[config.mk]
export PLATFORM = sky130hd
export DESIGN_NAME = fifo_burst_writer
export DESIGN_NICKNAME = d
export VERILOG_FILES = /design/src/rtl/fifo_burst_writer.sv
export SDC_FILE = /design/constraint.sdc
export NUM_CORES = 1
export LEC_CHECK = 0
export ABC_CLOCK_PERIOD_IN_PS = 6000
export CAP_MARGIN = 20
export CORE_MARGIN = 10
export CORE_UTILIZATION = 55
export CTS_CLUSTER_SIZE = 20
export DETAILED_ROUTE_END_ITERATION = 8
export MAX_ROUTING_LAYER = met4
export PLACE_DENSITY_LB_ADDON = 0.2
export RECOVER_POWER = 100
export REMOVE_ABC_BUFFERS = 1
export SETUP_SLACK_MARGIN = 0.4
export SLEW_MARGIN = 20
export SYNTH_ARGS = -nofsm -noshare
export SYNTH_HDL_FRONTEND = slang
export SYNTH_SLANG_ARGS = --single-unit
export TNS_END_PERCENT = 1
[constraint.sdc]
create_clock -name clk -period 6 [get_ports clk]
set_input_delay 1.2 -clock clk [delete_from_list [all_inputs] [get_ports clk]]
set_output_delay 1.2 -clock clk [all_outputs]
set_load 0.02 [all_outputs]
[src/rtl/fifo_burst_writer.sv]
// Burst writer: latches len/mode/seed on start and writes len pattern words into a FIFO, one word per 2 cycles unstalled.
// First strobe the cycle after start; fifo_full stalls the strobe, a missing ack times out, overflow aborts.
module fifo_burst_writer #(
    parameter int DATA_W      = 8,
    parameter int LEN_W       = 5,
    parameter int ACK_TIMEOUT = 15
) (
    input  logic              clk,
    input  logic              reset,
    input  logic              start,
    input  logic [LEN_W-1:0]  len,
    input  logic [1:0]        mode,
    input  logic [DATA_W-1:0] seed,
    output logic              busy,
    output logic              done,
    output logic              error,
    output logic [1:0]        err_code,
    output logic [LEN_W-1:0]  words_written,
    output logic [DATA_W-1:0] fifo_din,
    output logic              fifo_wr_en,
    input  logic              fifo_full,
    input  logic              fifo_wr_ack,
    input  logic              fifo_overflow
);

    localparam int TMO_W = $clog2(ACK_TIMEOUT + 1);

    typedef enum logic [2:0] {
        S_IDLE,
        S_WRITE,
        S_WAIT_ACK,
        S_DONE,
        S_ERROR
    } state_t;

    state_t             state_q, state_d;
    logic [LEN_W-1:0]   len_q, len_d;
    logic [1:0]         mode_q, mode_d;
    logic [DATA_W-1:0]  seed_q, seed_d;
    logic [LEN_W-1:0]   words_q, words_d;
    logic [1:0]         err_q, err_d;
    logic [TMO_W-1:0]   tmo_q, tmo_d;
    logic [DATA_W-1:0]  din_q, din_d;
    logic [LEN_W-1:0]   words_inc;

    assign words_inc = words_q + LEN_W'(1);

    // Word k of the pattern; the acked-word count doubles as the word index.
    function automatic logic [DATA_W-1:0] gen_word(input logic [1:0] m,
                                                   input logic [DATA_W-1:0] s,
                                                   input logic [LEN_W-1:0] k);
        logic [DATA_W-1:0] k_ext;
        k_ext = DATA_W'(k);
        case (m)
            2'd0:    gen_word = s;
            2'd1:    gen_word = s + k_ext;
            2'd2:    gen_word = s - k_ext;
            default: gen_word = k[0] ? ~s : s;
        endcase
    endfunction

    always_ff @(posedge clk) begin
        if (reset) begin
            state_q <= S_IDLE;
            len_q   <= '0;
            mode_q  <= '0;
            seed_q  <= '0;
            words_q <= '0;
            err_q   <= '0;
            tmo_q   <= '0;
            din_q   <= '0;
        end else begin
            state_q <= state_d;
            len_q   <= len_d;
            mode_q  <= mode_d;
            seed_q  <= seed_d;
            words_q <= words_d;
            err_q   <= err_d;
            tmo_q   <= tmo_d;
            din_q   <= din_d;
        end
    end

    always_comb begin
        state_d    = state_q;
        len_d      = len_q;
        mode_d     = mode_q;
        seed_d     = seed_q;
        words_d    = words_q;
        err_d      = err_q;
        tmo_d      = tmo_q;
        din_d      = din_q;
        fifo_wr_en = 1'b0;
        case (state_q)
            S_IDLE: begin
                if (start) begin
                    len_d   = len;
                    mode_d  = mode;
                    seed_d  = seed;
                    words_d = '0;
                    tmo_d   = '0;
                    din_d   = seed;
                    if (len == '0) begin
                        err_d   = 2'd3;
                        state_d = S_ERROR;
                    end else begin
                        err_d   = 2'd0;
                        state_d = S_WRITE;
                    end
                end
            end
            S_WRITE: begin
                fifo_wr_en = !fifo_full;
                if (fifo_overflow) begin
                    err_d   = 2'd1;
                    state_d = S_ERROR;
                end else if (!fifo_full) begin
                    tmo_d   = '0;
                    state_d = S_WAIT_ACK;
                end
            end
            S_WAIT_ACK: begin
                // Overflow wins over a simultaneous ack: the word is not counted.
                if (fifo_overflow) begin
                    err_d   = 2'd1;
                    state_d = S_ERROR;
                end else if (fifo_wr_ack) begin
                    words_d = words_inc;
                    din_d   = gen_word(mode_q, seed_q, words_inc);
                    state_d = (words_inc == len_q) ? S_DONE : S_WRITE;
                end else begin
                    tmo_d = tmo_q + TMO_W'(1);
                    if (tmo_q == TMO_W'(ACK_TIMEOUT - 1)) begin
                        err_d   = 2'd2;
                        state_d = S_ERROR;
                    end
                end
            end
            S_DONE:  state_d = S_IDLE;
            S_ERROR: state_d = S_IDLE;
            default: state_d = S_IDLE;
        endcase
    end

    assign busy          = (state_q != S_IDLE);
    assign done          = (state_q == S_DONE);
    assign error         = (state_q == S_ERROR);
    assign err_code      = err_q;
    assign words_written = words_q;
    assign fifo_din      = din_q;

endmodule

==> flow_metrics.env <==
export IMPL_numClockSinks=37
export IMPL_viasPerCell=5.703
export IMPL_cts_clk_slew_worst_paths_ns=0.07
export IMPL_rr_startpoint="words_written[0]$_SDFFE_PP0P_"
export IMPL_num_rows=24
export IMPL_overflow=0
export IMPL_dieArea_mm2=0.007530
export IMPL_yosys_area_top_type_share=0.3020
export IMPL_reg2reg_slack_ns=2.92
export IMPL_netlist_area_mm2=0.002452
export IMPL_dpl_hpwl_um=4279
export IMPL_antenna_cells=0
export IMPL_fin_nets=396
export IMPL_track_usage=0.1679
export IMPL_post_route_drc_count=0
export IMPL_multi_input_area_mm2=0.001584
export IMPL_clock_latency_ns=0.29
export IMPL_antenna_found_initial=0
export IMPL_gp_congestion=0.8846
export IMPL_cts_root_buf="clkbuf_8"
export IMPL_ios=40
export IMPL_rsz0062_at_grt="no"
export IMPL_dr_pass1_iters=4
export IMPL_cts_buffers=5
export IMPL_place_ws_ns=2.388
export IMPL_outcome="completed"
export IMPL_area_delta_synth_final_pct=20.41
export IMPL_slew_headroom=0.3779
export IMPL_cp_slowest_cell="dlygate4sd3_1"
export IMPL_worst_setup_path_type="in -> out"
export IMPL_path_cells="clkdlybuf4s50_1 > nor2_1 > dlygate4sd3_1"
export IMPL_fp_dieH_um=86.78
export IMPL_hold_depth=2
export IMPL_ant_nets=0
export IMPL_fp_coreArea_mm2=0.004324
export IMPL_slew_violations=0
export IMPL_critPathLaunchType="primary input"
export IMPL_tns_ns=0
export IMPL_yosysTopAreaCell="dfxtp_1"
export IMPL_r2r_end="fifo_din[6]$_SDFFE_PP0P_"
export IMPL_synth_cell_types=48
export IMPL_end_kind="output port"
export IMPL_finalCritPeriodShare=0.6046
export IMPL_p_leak_nw=1.172
export IMPL_final_cell_mix="47 x nand2_1, 38 x a21oi_1, 37 x nor2_1, 37 x dfxtp_1, 22 x dlygate4sd3_1"
export IMPL_reg2regPathDepth=11
export IMPL_yosys_top_cells_area="dfxtp_1 30%, a21oi_1 7.8%, nand2_1 7.2%"
export IMPL_min_period_ns=3.628
export IMPL_drive_gt1_frac=0.03315
export IMPL_cts_resized=0
export IMPL_arrival_ns=2.43
export IMPL_async_reset_ff_frac=0
export IMPL_post_cts_setup_buffers=0
export IMPL_maxCapViolCount=0
export IMPL_worstMarginPinSlew_ns=0.9326
export IMPL_cts_max_path_buffers=2
export IMPL_max_vdd_ir_drop_uv=167.1
export IMPL_fmax_mhz=275.7
export IMPL_via_count=2361
export IMPL_layout_commonest_cell="nand2_1"
export IMPL_clock_skew_ns=0.005989
export IMPL_cts_hold_buf=0
export IMPL_drt_iter0_drc=182
export IMPL_wl_per_cell_um=14.55
export IMPL_grt_pass1_vias=2224
export IMPL_setup_violations_final=0
export IMPL_hold_slack_ns=0.4633
export IMPL_whs_endpoint="fifo_din[3]$_SDFFE_PP0P_"
export IMPL_htreeDepth=2
export IMPL_finalHoldViolations=0
export IMPL_io_buffers=39
export IMPL_drt_total_wl_um=6022
export IMPL_initial_utilization=0.5671
export IMPL_grt_first_pass_wirelength_um=10250
export IMPL_cts_tree="yes"
export IMPL_grt_max_degree=41
export IMPL_ys_seq_elements=37
export IMPL_fp_dieW_um=86.78
export IMPL_hp_class="reg -> reg"
export IMPL_syn_inst=334
export IMPL_cp_slowest_stage_delay_ns=0.68
export IMPL_required_ns=4.80
export IMPL_synth_seq_area_share=0.3020
export IMPL_regArea_um2=740.7
export IMPL_fillers=401
export IMPL_crit_fanout=3
export IMPL_synth_edf_count=0
export IMPL_setup_ws_ns=2.372
export IMPL_power_density_mw_per_mm2=246.8
export IMPL_synth_warning_count=0
export IMPL_syn_area_per_cell_um2=7.342
export IMPL_synth_ff_type="dfxtp_1"
export IMPL_min_delay_start="fifo_din[3]$_SDFFE_PP0P_"
critical path: cells and delay by family:
family | cells | cell delay (ns)
buf+inv | 2 | 1.12
simple gates | 1 | 0.11
cell usage after synthesis, types with 2 or more instances:
library cell / count
ha_1: 13
xor2_1: 11
a21oi_1: 38
nand2_1: 47
xnor2_1: 6
nor3_1: 12
buf_2: 10
o41ai_1: 2
nor2_1: 37
or3_1: 6
inv_1: 10
nor4_1: 2
nor2b_1: 7
nand2b_1: 8
nand3b_1: 7
clkbuf_1: 11
nor3b_1: 4
mux2i_1: 3
o21ai_0: 19
nand3_1: 6
a22oi_1: 2
o22ai_1: 2
and2_1: 4
dfxtp_1: 37
a211oi_1: 7
metrics by stage:
stage	instances	utilization	power (mW)	instance area (um^2)
floorplan	313	-	0.4329	2361
global placement	406	0.6560	0.5091	2836
detailed placement	406	0.6560	0.5136	2836
CTS	414	0.6829	0.7387	2953
global route	414	0.6829	0.7743	2953
finish	414	0.6829	0.7289	2953
metal layers:
layer,wire [um],share of wire,GRT usage,vias to the layer above
met3,338,0.056,0.04972,8
li1,-,-,-,1222
met4,79,0.013,0.05449,0
met5,0,0,-,-
met1,2763,0.46,0.1986,1072
met2,2840,0.47,0.2664,59
state kept, by name (all words and copies together) (netlist names):
register       flops
tmo_q              4
fifo_din           8
mode_q             2
words_written      5
seed_q             8
len_q              5
state_q            3
err_code           2
power by group:
part | internal (mW) | switching (mW) | total [mW]
logic | 0.0887 | 0.125 | 0.213
registers | 0.267 | 0.0235 | 0.291
clock network | 0.136 | 0.0893 | 0.225
area by class of cell:
type                            count  share of cell area
Timing Repair Buffer               41              0.1373
Clock buffer                        7             0.02924
Tap cell                           52             0.02203
Clock inverter                      1             0.01017
Multi-Input combinational cell    265              0.5364
Inverter                           11             0.01398
Sequential cell                    37              0.2508
how the worst max path moves through the flow:
stage,cells after the start,endpoint,start
finish,3,fifo_wr_en,fifo_full
global route,3,fifo_wr_en,fifo_full
CTS,3,fifo_wr_en,fifo_full
detailed placement,7,fifo_din[7]$_SDFFE_PP0P_,fifo_overflow
global placement,3,fifo_wr_en,fifo_full
floorplan,11,fifo_din[6]$_SDFFE_PP0P_,words_written[0]$_SDFFE_PP0P_
cells by family after synthesis:
logic type	synth area share
AO/OA/AOI/OAI	0.2143
buffers and inverters	0.05408
flip-flops	0.3020
multiplexers	0.01684
AND/OR/NAND/NOR	0.2776
XOR/XNOR	0.06071
adder cells (fa/ha/maj)	0.07449
(Power assumes the default switching activity.)
